### src/rtl/axi_ads868x_core.sv
// ADS868x SPI ADC controller with an AXI4-Lite register bank and an AXI-Stream
// sample output. Samples are taken on a programmable period or on a pps edge.
// A register write can also issue a one-shot SPI command frame.
//
// Ports:
//   aclk, areset        - sole clock, synchronous active-high reset
//   s_axi_*             - AXI4-Lite slave for the register bank
//   m_axis_*            - AXI-Stream master, one beat per sample frame
//   pps                 - pulse-per-second trigger input
//   SCK/SS/IO0/IO1_*    - SPI tristate triplets (IO0 = MOSI, IO1 = MISO)
//   RST_PD_N, CH_SEL_*, EN_* - static ADC/front-end controls from CTRL
module axi_ads868x_core #(
  parameter int unsigned CONV_CYCLES = 128
) (
  input  logic        aclk,
  input  logic        areset,
  input  logic [31:0] s_axi_awaddr,
  input  logic [2:0]  s_axi_awprot,
  input  logic        s_axi_awvalid,
  output logic        s_axi_awready,
  input  logic [31:0] s_axi_wdata,
  input  logic [3:0]  s_axi_wstrb,
  input  logic        s_axi_wvalid,
  output logic        s_axi_wready,
  output logic [1:0]  s_axi_bresp,
  output logic        s_axi_bvalid,
  input  logic        s_axi_bready,
  input  logic [31:0] s_axi_araddr,
  input  logic [2:0]  s_axi_arprot,
  input  logic        s_axi_arvalid,
  output logic        s_axi_arready,
  output logic [31:0] s_axi_rdata,
  output logic [1:0]  s_axi_rresp,
  output logic        s_axi_rvalid,
  input  logic        s_axi_rready,
  output logic [31:0] m_axis_tdata,
  output logic        m_axis_tvalid,
  input  logic        m_axis_tready,
  input  logic        pps,
  input  logic        SCK_I,
  output logic        SCK_O,
  output logic        SCK_T,
  input  logic        SS_I,
  output logic        SS_O,
  output logic        SS_T,
  input  logic        IO0_I,
  output logic        IO0_O,
  output logic        IO0_T,
  input  logic        IO1_I,
  output logic        IO1_O,
  output logic        IO1_T,
  output logic        RST_PD_N,
  output logic        CH_SEL_A0,
  output logic        CH_SEL_A1,
  output logic        CH_SEL_A2,
  output logic        EN_TCH_A,
  output logic        EN_PCH_A,
  output logic        EN_TCH_B,
  output logic        EN_PCH_B
);

  localparam int unsigned DATA_W    = 32;
  localparam int unsigned DIV_W     = 8;
  localparam int unsigned EDGE_W    = 6;
  localparam logic [31:0] CTRL_MASK = 32'h0000_0F77;

  typedef enum logic [1:0] {
    ST_IDLE  = 2'd0,
    ST_SHIFT = 2'd1,
    ST_CONV  = 2'd2
  } state_t;

  state_t              state_q;
  logic [DATA_W-1:0]   ctrl_q, period_q, cmd_q, rdata_q, count_q;
  logic [DIV_W-1:0]    sck_div_q, hcnt_q;
  logic [EDGE_W-1:0]   edge_q;
  logic [DATA_W-1:0]   sh_out_q, sh_in_q, conv_q, per_cnt_q, tdata_q;
  logic                overflow_q, cmd_pending_q, frame_cmd_q;
  logic                sck_o_q, ss_o_q, io0_o_q, tvalid_q;
  logic                aw_w_ready_q, bvalid_q, arready_q, rvalid_q;
  logic [DATA_W-1:0]   axi_rdata_q;
  logic                pps_d1_q, pps_d2_q;

  logic                enable_c, pps_mode_c, busy_c, pps_rise_c;
  logic                period_hit_c, trig_c, wr_fire_c, rd_fire_c;
  logic                start_cmd_c, start_smp_c;
  logic [DATA_W-1:0]   start_word_c, min_period_c, eff_period_c, rd_mux_c;

  logic unused_ok;
  assign unused_ok = ^{s_axi_awaddr[31:5], s_axi_awaddr[1:0], s_axi_awprot,
                       s_axi_araddr[31:5], s_axi_araddr[1:0], s_axi_arprot,
                       SCK_I, SS_I, IO0_I};

  // Byte-lane merge for register writes
  function automatic logic [31:0] apply_strb(input logic [31:0] old_v,
                                             input logic [31:0] new_v,
                                             input logic [3:0]  strb);
    logic [31:0] r;
    r = old_v;
    for (int b = 0; b < 4; b++) begin
      if (strb[b]) r[8*b +: 8] = new_v[8*b +: 8];
    end
    return r;
  endfunction

  // Trigger generation and frame-start decisions
  always_comb begin
    enable_c     = ctrl_q[0];
    pps_mode_c   = ctrl_q[2];
    busy_c       = (state_q != ST_IDLE);
    pps_rise_c   = pps_d1_q & ~pps_d2_q;
    // Shortest legal interval: 64 SCK half-periods plus the conversion time
    min_period_c = ((32'(sck_div_q) + 32'd1) << 6) + 32'(CONV_CYCLES);
    eff_period_c = (period_q < min_period_c) ? min_period_c : period_q;
    period_hit_c = (per_cnt_q >= eff_period_c - 32'd1);
    trig_c       = enable_c & (pps_mode_c ? pps_rise_c : period_hit_c);
    start_cmd_c  = (state_q == ST_IDLE) & cmd_pending_q;
    start_smp_c  = (state_q == ST_IDLE) & ~cmd_pending_q & trig_c;
    start_word_c = start_cmd_c ? cmd_q : '0;
    wr_fire_c    = aw_w_ready_q & s_axi_awvalid & s_axi_wvalid;
    rd_fire_c    = arready_q & s_axi_arvalid;
  end

  // Register read decode
  always_comb begin
    rd_mux_c = '0;
    case (s_axi_araddr[4:2])
      3'd0:    rd_mux_c = ctrl_q;
      3'd1:    rd_mux_c = {24'h0, sck_div_q};
      3'd2:    rd_mux_c = period_q;
      3'd3:    rd_mux_c = cmd_q;
      3'd4:    rd_mux_c = rdata_q;
      3'd5:    rd_mux_c = {30'h0, overflow_q, busy_c};
      3'd6:    rd_mux_c = count_q;
      default: rd_mux_c = '0;
    endcase
  end

  // pps edge detect in the aclk domain
  always_ff @(posedge aclk) begin
    if (areset) begin
      pps_d1_q <= 1'b0;
      pps_d2_q <= 1'b0;
    end else begin
      pps_d1_q <= pps;
      pps_d2_q <= pps_d1_q;
    end
  end

  // Free-running sample-period counter, held at zero when not in period mode
  always_ff @(posedge aclk) begin
    if (areset) begin
      per_cnt_q <= '0;
    end else if (!enable_c || pps_mode_c || period_hit_c) begin
      per_cnt_q <= '0;
    end else begin
      per_cnt_q <= per_cnt_q + 32'd1;
    end
  end

  // SPI frame FSM, stream output and AXI-Lite register bank
  always_ff @(posedge aclk) begin
    if (areset) begin
      state_q       <= ST_IDLE;
      ctrl_q        <= '0;
      period_q      <= '0;
      cmd_q         <= '0;
      rdata_q       <= '0;
      count_q       <= '0;
      sck_div_q     <= '0;
      hcnt_q        <= '0;
      edge_q        <= '0;
      sh_out_q      <= '0;
      sh_in_q       <= '0;
      conv_q        <= '0;
      tdata_q       <= '0;
      overflow_q    <= 1'b0;
      cmd_pending_q <= 1'b0;
      frame_cmd_q   <= 1'b0;
      sck_o_q       <= 1'b0;
      ss_o_q        <= 1'b1;
      io0_o_q       <= 1'b0;
      tvalid_q      <= 1'b0;
      aw_w_ready_q  <= 1'b0;
      bvalid_q      <= 1'b0;
      arready_q     <= 1'b0;
      rvalid_q      <= 1'b0;
      axi_rdata_q   <= '0;
    end else begin
      if (tvalid_q && m_axis_tready) begin
        tvalid_q <= 1'b0;
        count_q  <= count_q + 32'd1;
      end

      case (state_q)
        ST_IDLE: begin
          sck_o_q <= 1'b0;
          ss_o_q  <= 1'b1;
          if (start_cmd_c || start_smp_c) begin
            state_q       <= ST_SHIFT;
            ss_o_q        <= 1'b0;
            io0_o_q       <= start_word_c[31];
            sh_out_q      <= {start_word_c[30:0], 1'b0};
            hcnt_q        <= '0;
            edge_q        <= '0;
            frame_cmd_q   <= start_cmd_c;
            cmd_pending_q <= 1'b0;
          end
        end
        ST_SHIFT: begin
          if (hcnt_q >= sck_div_q) begin
            hcnt_q  <= '0;
            sck_o_q <= ~sck_o_q;
            edge_q  <= edge_q + EDGE_W'(1);
            if (!sck_o_q) begin
              sh_in_q <= {sh_in_q[30:0], IO1_I};
            end else if (edge_q == EDGE_W'(63)) begin
              // Last falling edge: release SS and publish the received word
              state_q <= ST_CONV;
              ss_o_q  <= 1'b1;
              io0_o_q <= 1'b0;
              conv_q  <= '0;
              rdata_q <= sh_in_q;
              if (!frame_cmd_q) begin
                if (tvalid_q) begin
                  overflow_q <= 1'b1;
                end else begin
                  tdata_q  <= sh_in_q;
                  tvalid_q <= 1'b1;
                end
              end
            end else begin
              io0_o_q  <= sh_out_q[31];
              sh_out_q <= {sh_out_q[30:0], 1'b0};
            end
          end else begin
            hcnt_q <= hcnt_q + DIV_W'(1);
          end
        end
        ST_CONV: begin
          // The IDLE cycle that follows completes the CONV_CYCLES quiet time
          if (conv_q + 32'd2 >= 32'(CONV_CYCLES)) begin
            state_q <= ST_IDLE;
          end else begin
            conv_q <= conv_q + 32'd1;
          end
        end
        default: state_q <= ST_IDLE;
      endcase

      // Write channel: AW and W are accepted together
      aw_w_ready_q <= ~aw_w_ready_q & ~bvalid_q & s_axi_awvalid & s_axi_wvalid;
      if (bvalid_q && s_axi_bready) bvalid_q <= 1'b0;
      if (wr_fire_c) begin
        bvalid_q <= 1'b1;
        case (s_axi_awaddr[4:2])
          3'd0: ctrl_q   <= apply_strb(ctrl_q, s_axi_wdata, s_axi_wstrb) & CTRL_MASK;
          3'd1: if (s_axi_wstrb[0]) sck_div_q <= s_axi_wdata[7:0];
          3'd2: period_q <= apply_strb(period_q, s_axi_wdata, s_axi_wstrb);
          3'd3: begin
            cmd_q         <= apply_strb(cmd_q, s_axi_wdata, s_axi_wstrb);
            cmd_pending_q <= 1'b1;
          end
          3'd5: if (s_axi_wstrb[0] && s_axi_wdata[1]) overflow_q <= 1'b0;
          default: ;
        endcase
      end

      // Read channel: one outstanding read at a time
      arready_q <= ~arready_q & ~rvalid_q & s_axi_arvalid;
      if (rvalid_q && s_axi_rready) rvalid_q <= 1'b0;
      if (rd_fire_c) begin
        rvalid_q    <= 1'b1;
        axi_rdata_q <= rd_mux_c;
      end
    end
  end

  assign s_axi_awready = aw_w_ready_q;
  assign s_axi_wready  = aw_w_ready_q;
  assign s_axi_bresp   = 2'b00;
  assign s_axi_bvalid  = bvalid_q;
  assign s_axi_arready = arready_q;
  assign s_axi_rdata   = axi_rdata_q;
  assign s_axi_rresp   = 2'b00;
  assign s_axi_rvalid  = rvalid_q;

  assign m_axis_tdata  = tdata_q;
  assign m_axis_tvalid = tvalid_q;

  assign SCK_O = sck_o_q;
  assign SCK_T = 1'b0;
  assign SS_O  = ss_o_q;
  assign SS_T  = 1'b0;
  assign IO0_O = io0_o_q;
  assign IO0_T = 1'b0;
  assign IO1_O = 1'b0;
  assign IO1_T = 1'b1;

  assign RST_PD_N  = ctrl_q[1];
  assign CH_SEL_A0 = ctrl_q[4];
  assign CH_SEL_A1 = ctrl_q[5];
  assign CH_SEL_A2 = ctrl_q[6];
  assign EN_TCH_A  = ctrl_q[8];
  assign EN_PCH_A  = ctrl_q[9];
  assign EN_TCH_B  = ctrl_q[10];
  assign EN_PCH_B  = ctrl_q[11];

endmodule

### config.mk
export PLATFORM = sky130hd
export DESIGN_NAME = axi_ads868x_core
export DESIGN_NICKNAME = d
export VERILOG_FILES = /design/src/rtl/axi_ads868x_core.sv
export SDC_FILE = /design/constraint.sdc
export NUM_CORES = 1
export LEC_CHECK = 0
export ABC_AREA = 1
export BUFFER_PORTS_ARGS = -buffer_cell sky130_fd_sc_hd__buf_2
export CELL_PAD_IN_SITES_DETAIL_PLACEMENT = 0
export CELL_PAD_IN_SITES_GLOBAL_PLACEMENT = 1
export CORE_UTILIZATION = 40
export CTS_CLUSTER_DIAMETER = 30
export CTS_CLUSTER_SIZE = 30
export DETAILED_ROUTE_END_ITERATION = 8
export PLACE_DENSITY = 0.76
export SETUP_SLACK_MARGIN = 0.3
export SLEW_MARGIN = 20
export SYNTH_ARGS = -nofsm -noshare
export SYNTH_HDL_FRONTEND = slang
export SYNTH_SLANG_ARGS = --single-unit
### constraint.sdc
create_clock -name aclk -period 8.5 [get_ports aclk]
set_input_delay 2.55 -clock aclk [delete_from_list [all_inputs] [get_ports aclk]]
set_output_delay 2.55 -clock aclk [all_outputs]
set_load 0.005 [all_outputs]
# Yosys cells after proc, flatten, opt, wreduce, memory -nomap -nowiden
# Index checks and enable logic that the tools add are counted.
[classes]
add_sub_neg = 9
n_lt_le_gt_ge = 4
eq_ne = 20
muxes = 62
n_bitwise = 22
reduce_logical = 40
[ops]
columns = ["operator", "n"]
rows = [
  ["$mux 32", 10],
  ["$pmux 32 s7", 1],
  ["$pmux 32 s2", 2],
  ["$add 32x1->32 const B", 3],
  ["$reduce_and 3->1", 13],
  ["$mux 1", 34],
  ["$add 32x2->32 const B", 1],
  ["$ge 32x32->1", 1],
  ["$ge 32x8->1 const B", 1],
  ["$lt 32x16->1", 1],
  ["$sub 32x1->32 const B", 1],
  ["$add 15x8->16 const B", 1],
  ["$mux 8", 2],
  ["$pmux 8 s2", 1],
  ["$reduce_and 5->1", 3],
  ["$and 1x1->1", 13],
  ["$eq 3x2->1 const B", 4],
  ["$eq 3x3->1 const B", 4],
  ["$mux 6", 2],
  ["$ne 2x2->1 const B", 6],
  ["$pmux 6 s2", 1],
  ["$reduce_and 4->1", 3],
  ["$mux 2", 5],
  ["$reduce_bool 2->1", 5],
  ["20 further kinds", 39],
]
[totals]
ff_bits = 367
input_bits = 119
output_inout_bits = 90
word_cells = 192

# Depth between registers and ports, before layout
[logic_depth]
depth_word = 14
mapped_depth = 45
ltp_nobuf = 42

# Worst setup path after synthesis
# No wires, ideal clock.
[synth_path]
path_type = "register -> register"
from = "register sck_div_q[0]"
to = "register sh_out_q[29]"
setup_ns = 0.065
arrival_ns = 5.125
required_time_ns = 8.435
setup_slack_ns = 3.310
path_stages_with_launch = 43
path_buffers = 3
period_less_slack_ns = 5.190
cell_sequence = "dfxtp_1 > ha_1 > xnor2_1 > inv_1 > ha_1 > nand2_1 > o21ai_0 > o21ai_0 > ha_1 > a21o_1 > nor2_1 > nand2_1 > nand2_1 > nand3_1 > nand2_1 > inv_1 > nand2_8 > nand2_8 > (+7 left out) > nand3_1 > nand2_1 > nand2_1 > ha_1 > nand2_1 > nor2_1 > nand2_1 > nor4_1 > nand4_1 > nand4_1 > nand3_1 > nand3_1 > nand2_1 > inv_1 > buf_2 > buf_2 > nor2_1 > nor2_1"
[synth_between]
elab_chain_len = 12
elab_cells_between_ends = 14
classes_between = "add/sub: 3; order compare: 3; eq/ne: 2; mux: 2; bitwise: 2; reduce/logical: 2"
[synth_lines]
columns = ["element", "line", "source"]
rows = [
  ["start: declaration", "75", "logic [DIV_W-1:0] sck_div_q, hcnt_q;"],
  ["start signal: assignment", "258", "3'd1: if (s_axi_wstrb[0]) sck_div_q <= s_axi_wdata[7:0];"],
  ["$add 8x1->9", "113", "min_period_c = ((32'(sck_div_q) + 32'd1) << 6) + 32'(CONV_CYCLES);"],
  ["$add 15x8->16", "113", ""],
  ["$lt 32x16->1", "114", "eff_period_c = (period_q < min_period_c) ? min_period_c : period_q;"],
  ["$mux 32", "114", ""],
  ["$sub 32x1->32", "115", "period_hit_c = (per_cnt_q >= eff_period_c - 32'd1);"],
  ["$ge 32x32->1", "115", ""],
  ["$mux 1", "116", "trig_c = enable_c & (pps_mode_c ? pps_rise_c : period_hit_c);"],
  ["$and 1x1->1", "116", ""],
  ["$and 1x1->1", "118", "start_smp_c = (state_q == ST_IDLE) & ~cmd_pending_q & trig_c;"],
  ["$logic_or 1x1->1", "199", "if (start_cmd_c || start_smp_c) begin"],
  ["$ne 2x1->1 (no source line)", "-", ""],
  ["$reduce_and 5->1 (no source line) (*)", "-", ""],
  ["end signal: assignment", "203", "sh_out_q <= {start_word_c[30:0], 1'b0};"],
  ["end signal: assignment", "234", "sh_out_q <= {sh_out_q[30:0], 1'b0};"],
  ["end: declaration", "77", "logic [DATA_W-1:0] sh_out_q, sh_in_q, conv_q, per_cnt_q, tdata_q;"],
]
# Mark *: on every way between the ends. The rest lies on a longest branch, timed or not.
# A chain may end at the register's enable or synchronous reset.

# Worst setup path in the final report
[layout_path]
from = "register sck_div_q[1]"
to = "register sh_out_q[9]"
# The elaborated chain is that of the path after synthesis.

==> results.py <==
metrics = {
    "outcome": {
        "status": "finished, violations left",
        "violations": "DRC",
    },
    "timing": {
        "period_share_pct": 80.2,
        "rsz0062_at_grt": "false",
        "fmax_ghz": 0.147,
        "setup-tns-final_ps": 0,
        "hold_viol": 0,
        "finalSetupViolations": 0,
        "finalCriticalPeriod_ps": 6810,
        "relSlewSlack_pct": 28.8,
        "hold_ws_ps": 436,
        "worst_pin_slew_ps": 1070,
        "maxSlewViolCount": 0,
        "setup_ws_ps": 1690,
        "fin_skew_ps": 28.3,
    },
    "clock_tree": {
        "clk_pin_slew_worst_paths_ps": 50,
        "cts_buffers": 89,
        "ctsRootBufferMaster": "clkbuf_16",
        "tritoncts": "done",
        "cts_buffer_depth": 3,
        "post_cts_buffers": 0,
        "clk_latency_ps": 620,
        "htreeDepth": 3,
        "cts.sinks": 366,
        "cts_resized": 0,
        "hold_buffers": 0,
    },
    "synth": {
        "synth_cell_types": 57,
        "syn_area_per_cell_sq_um": 6.85,
        "async_flop_share_pct": 0,
        "synth_edf_count": 0,
        "yosysWarningCount": 0,
        "synthCells": 2793,
        "synthFlopType": "dfxtp_1",
        "yosys_register_bits": 366,
        "synth_area_sq_um": 19100,
        "synth_seq_area_share_pct": 38.3,
    },
    "pwr": {
        "ir_drop_v": 0.000225,
        "leakagePower_nw": 9.14,
        "finalPower_mw": 5.41,
        "p_per_area_nw_per_um2": 232,
    },
    "worst_setup_path": {
        "crit_buf_inv": 5,
        "crit_path_end_kind": "flop",
        "slowest_stage": "nor4_1",
        "cp_top_family": "simple AND/OR/NAND/NOR gates",
        "cp_common_cell": "nand2_1",
        "start_kind": "flop",
        "path_class": "reg2reg",
        "max_stage_delay_ps": 480,
        "cp_max_fo": 33,
        "crit_required_ps": 9050,
        "rrSetupSlack_ps": 1690,
        "arrival_ps": 7370,
    },
    "global_route": {
        "grt_util_all_layers_pct": 25.5,
        "top_usage_layer": "met2",
        "grt_first_pass_wirelength_um": 96300,
        "antenna_found_initial": 1,
        "met2_usage_pct": 39.0,
        "grt_overflow": 0,
        "use_met1_pct": 35.2,
        "met3_usage_pct": 5.09,
        "grt_max_degree": 98,
        "grt_pass1_vias": 17700,
    },
    "die": {
        "num_rows": 79,
        "die_area_sq_um": 48700,
        "io_pins": 209,
        "start_util_pct": 40.8,
        "fp.dieH_um": 221,
        "die_w_um": 221,
        "core_sq_um": 46900,
    },
    "final_layout": {
        "diodes": 0,
        "drive_above_1_share_pct": 13.3,
        "mostFrequentLayoutCells": "nand2_1, dfxtp_1, nor2_1",
        "nets": 3097,
        "fin_area_sq_um": 23400,
        "fin_util_pct": 49.9,
        "mostFrequentLayoutCell": "nand2_1",
        "final_cell_count_no_fill": 3602,
        "multiInputGateArea_sq_um": 10100,
        "area_delta_synth_final_pct": 22.2,
        "fillerInstances": 4735,
        "ff_latch_area_sq_um": 7330,
    },
    "route": {
        "drtAntennaViolNets": 0,
        "drt_iter0_markers": 1394,
        "drc": 7,
        "wl_um": 62200,
        "via_per_inst": 5.19,
        "dr.pass1.iters": 7,
        "vias": 18700,
        "wl_per_cell_um": 17.3,
    },
    "place": {
        "portBuffers": 132,
        "placed_area_sq_um": 20200,
        "pre_cts_ws_ps": 1650,
        "place_congestion": 0.908,
        "dp_hpwl_um": 46000,
        "dp.cells": 3436,
    },
    "hold_path": {
        "hold_path.class": "reg2reg",
    },
    "run": {
        "maxCapViolations": 0,
    },
}
## worst min-delay path: cells and delay by family (launching register included)
kind / cells / cell delay (ps)
simple gates: 1 / 40
buf+inv: 1 / 60
flops: 1 / 300
## registers in the layout, indices dropped and copies added, names as in the netlist, 10 cells and up
register,cells
sh_in_q,32
ctrl_q,10
s_axi_rdata,32
sh_out_q,31
conv_q,32
period_q,32
count_q,32
cmd_q,32
rdata_q,32
per_cnt_q,32
m_axis_tdata,32
## metal layers
metal | part of all wire [%] | wire [um]
met1 | 47 | 29400
met2 | 43 | 27000
met4 | 3.0 | 1860
met5 | 0 | 0
met3 | 6.4 | 3970
## worst paths after layout
kind / from / cells after the start / to
worst min-delay path: pps_d1_q / 2 / pps_d2_q
worst max-delay path: sck_div_q[1] / 38 / sh_out_q[9]
worst min register to register: pps_d1_q / 2 / pps_d2_q
worst max register to register: sck_div_q[1] / 38 / sh_out_q[9]
## cell type report
type,instances,share of cell area (%)
multi-input combinational,2004,43.4
timing repair buffer,149,3.38
sequential,366,31.4
tap,607,3.25
clock inverter,46,2.88
clock buffer,120,10.7
inverter,310,4.99
## cells in the mapped netlist, types with 4 or more instances
cell type,n,share of area (%)
inv_2,16,0.31
xnor2_1,15,0.69
xor2_1,47,2.2
ha_1,58,3.8
nor2_4,9,0.53
inv_1,287,5.6
buf_4,10,0.39
a21oi_1,305,8.0
nor2_2,17,0.56
o21ai_0,234,6.1
o221ai_1,7,0.32
nor4_1,9,0.29
nor3_2,4,0.21
nor2_1,320,6.3
clkinv_1,7,0.14
nand2_2,19,0.62
nor3b_1,10,0.39
nor3_1,59,1.5
dfxtp_1,366,38
nand3_2,5,0.26
nand4_1,44,1.4
and3_1,4,0.13
buf_1,4,0.079
clkbuf_1,91,1.8
o2111ai_1,21,0.96
nand3_1,133,3.5
nand2_1,607,12
o22ai_1,13,0.43
nand3b_1,9,0.35
buf_2,10,0.26
nand2_4,8,0.47
## where the power goes
| group | switching [mW] | internal (mW) | total [mW] |
|---|---|---|---|
| clock | 1.09 | 2.46 | 3.55 |
| combinational | 0.102 | 0.0357 | 0.138 |
| sequential | 0.00189 | 1.73 | 1.73 |
## kinds of logic after synthesis
| logic type | after synthesis | synth area share, % |
|---|---|---|
| AOI/OAI and AO/OA | 606 | 16.9 |
| buffers and inverters | 431 | 8.91 |
| DFF | 366 | 38.3 |
| adders and majority gates | 58 | 3.80 |
| other | 2 | 0.0393 |
| and+or+nand+nor | 1268 | 29.2 |
| xor gates and xnor gates | 62 | 2.84 |
No activity file was read; power rests on OpenSTA's default activity.
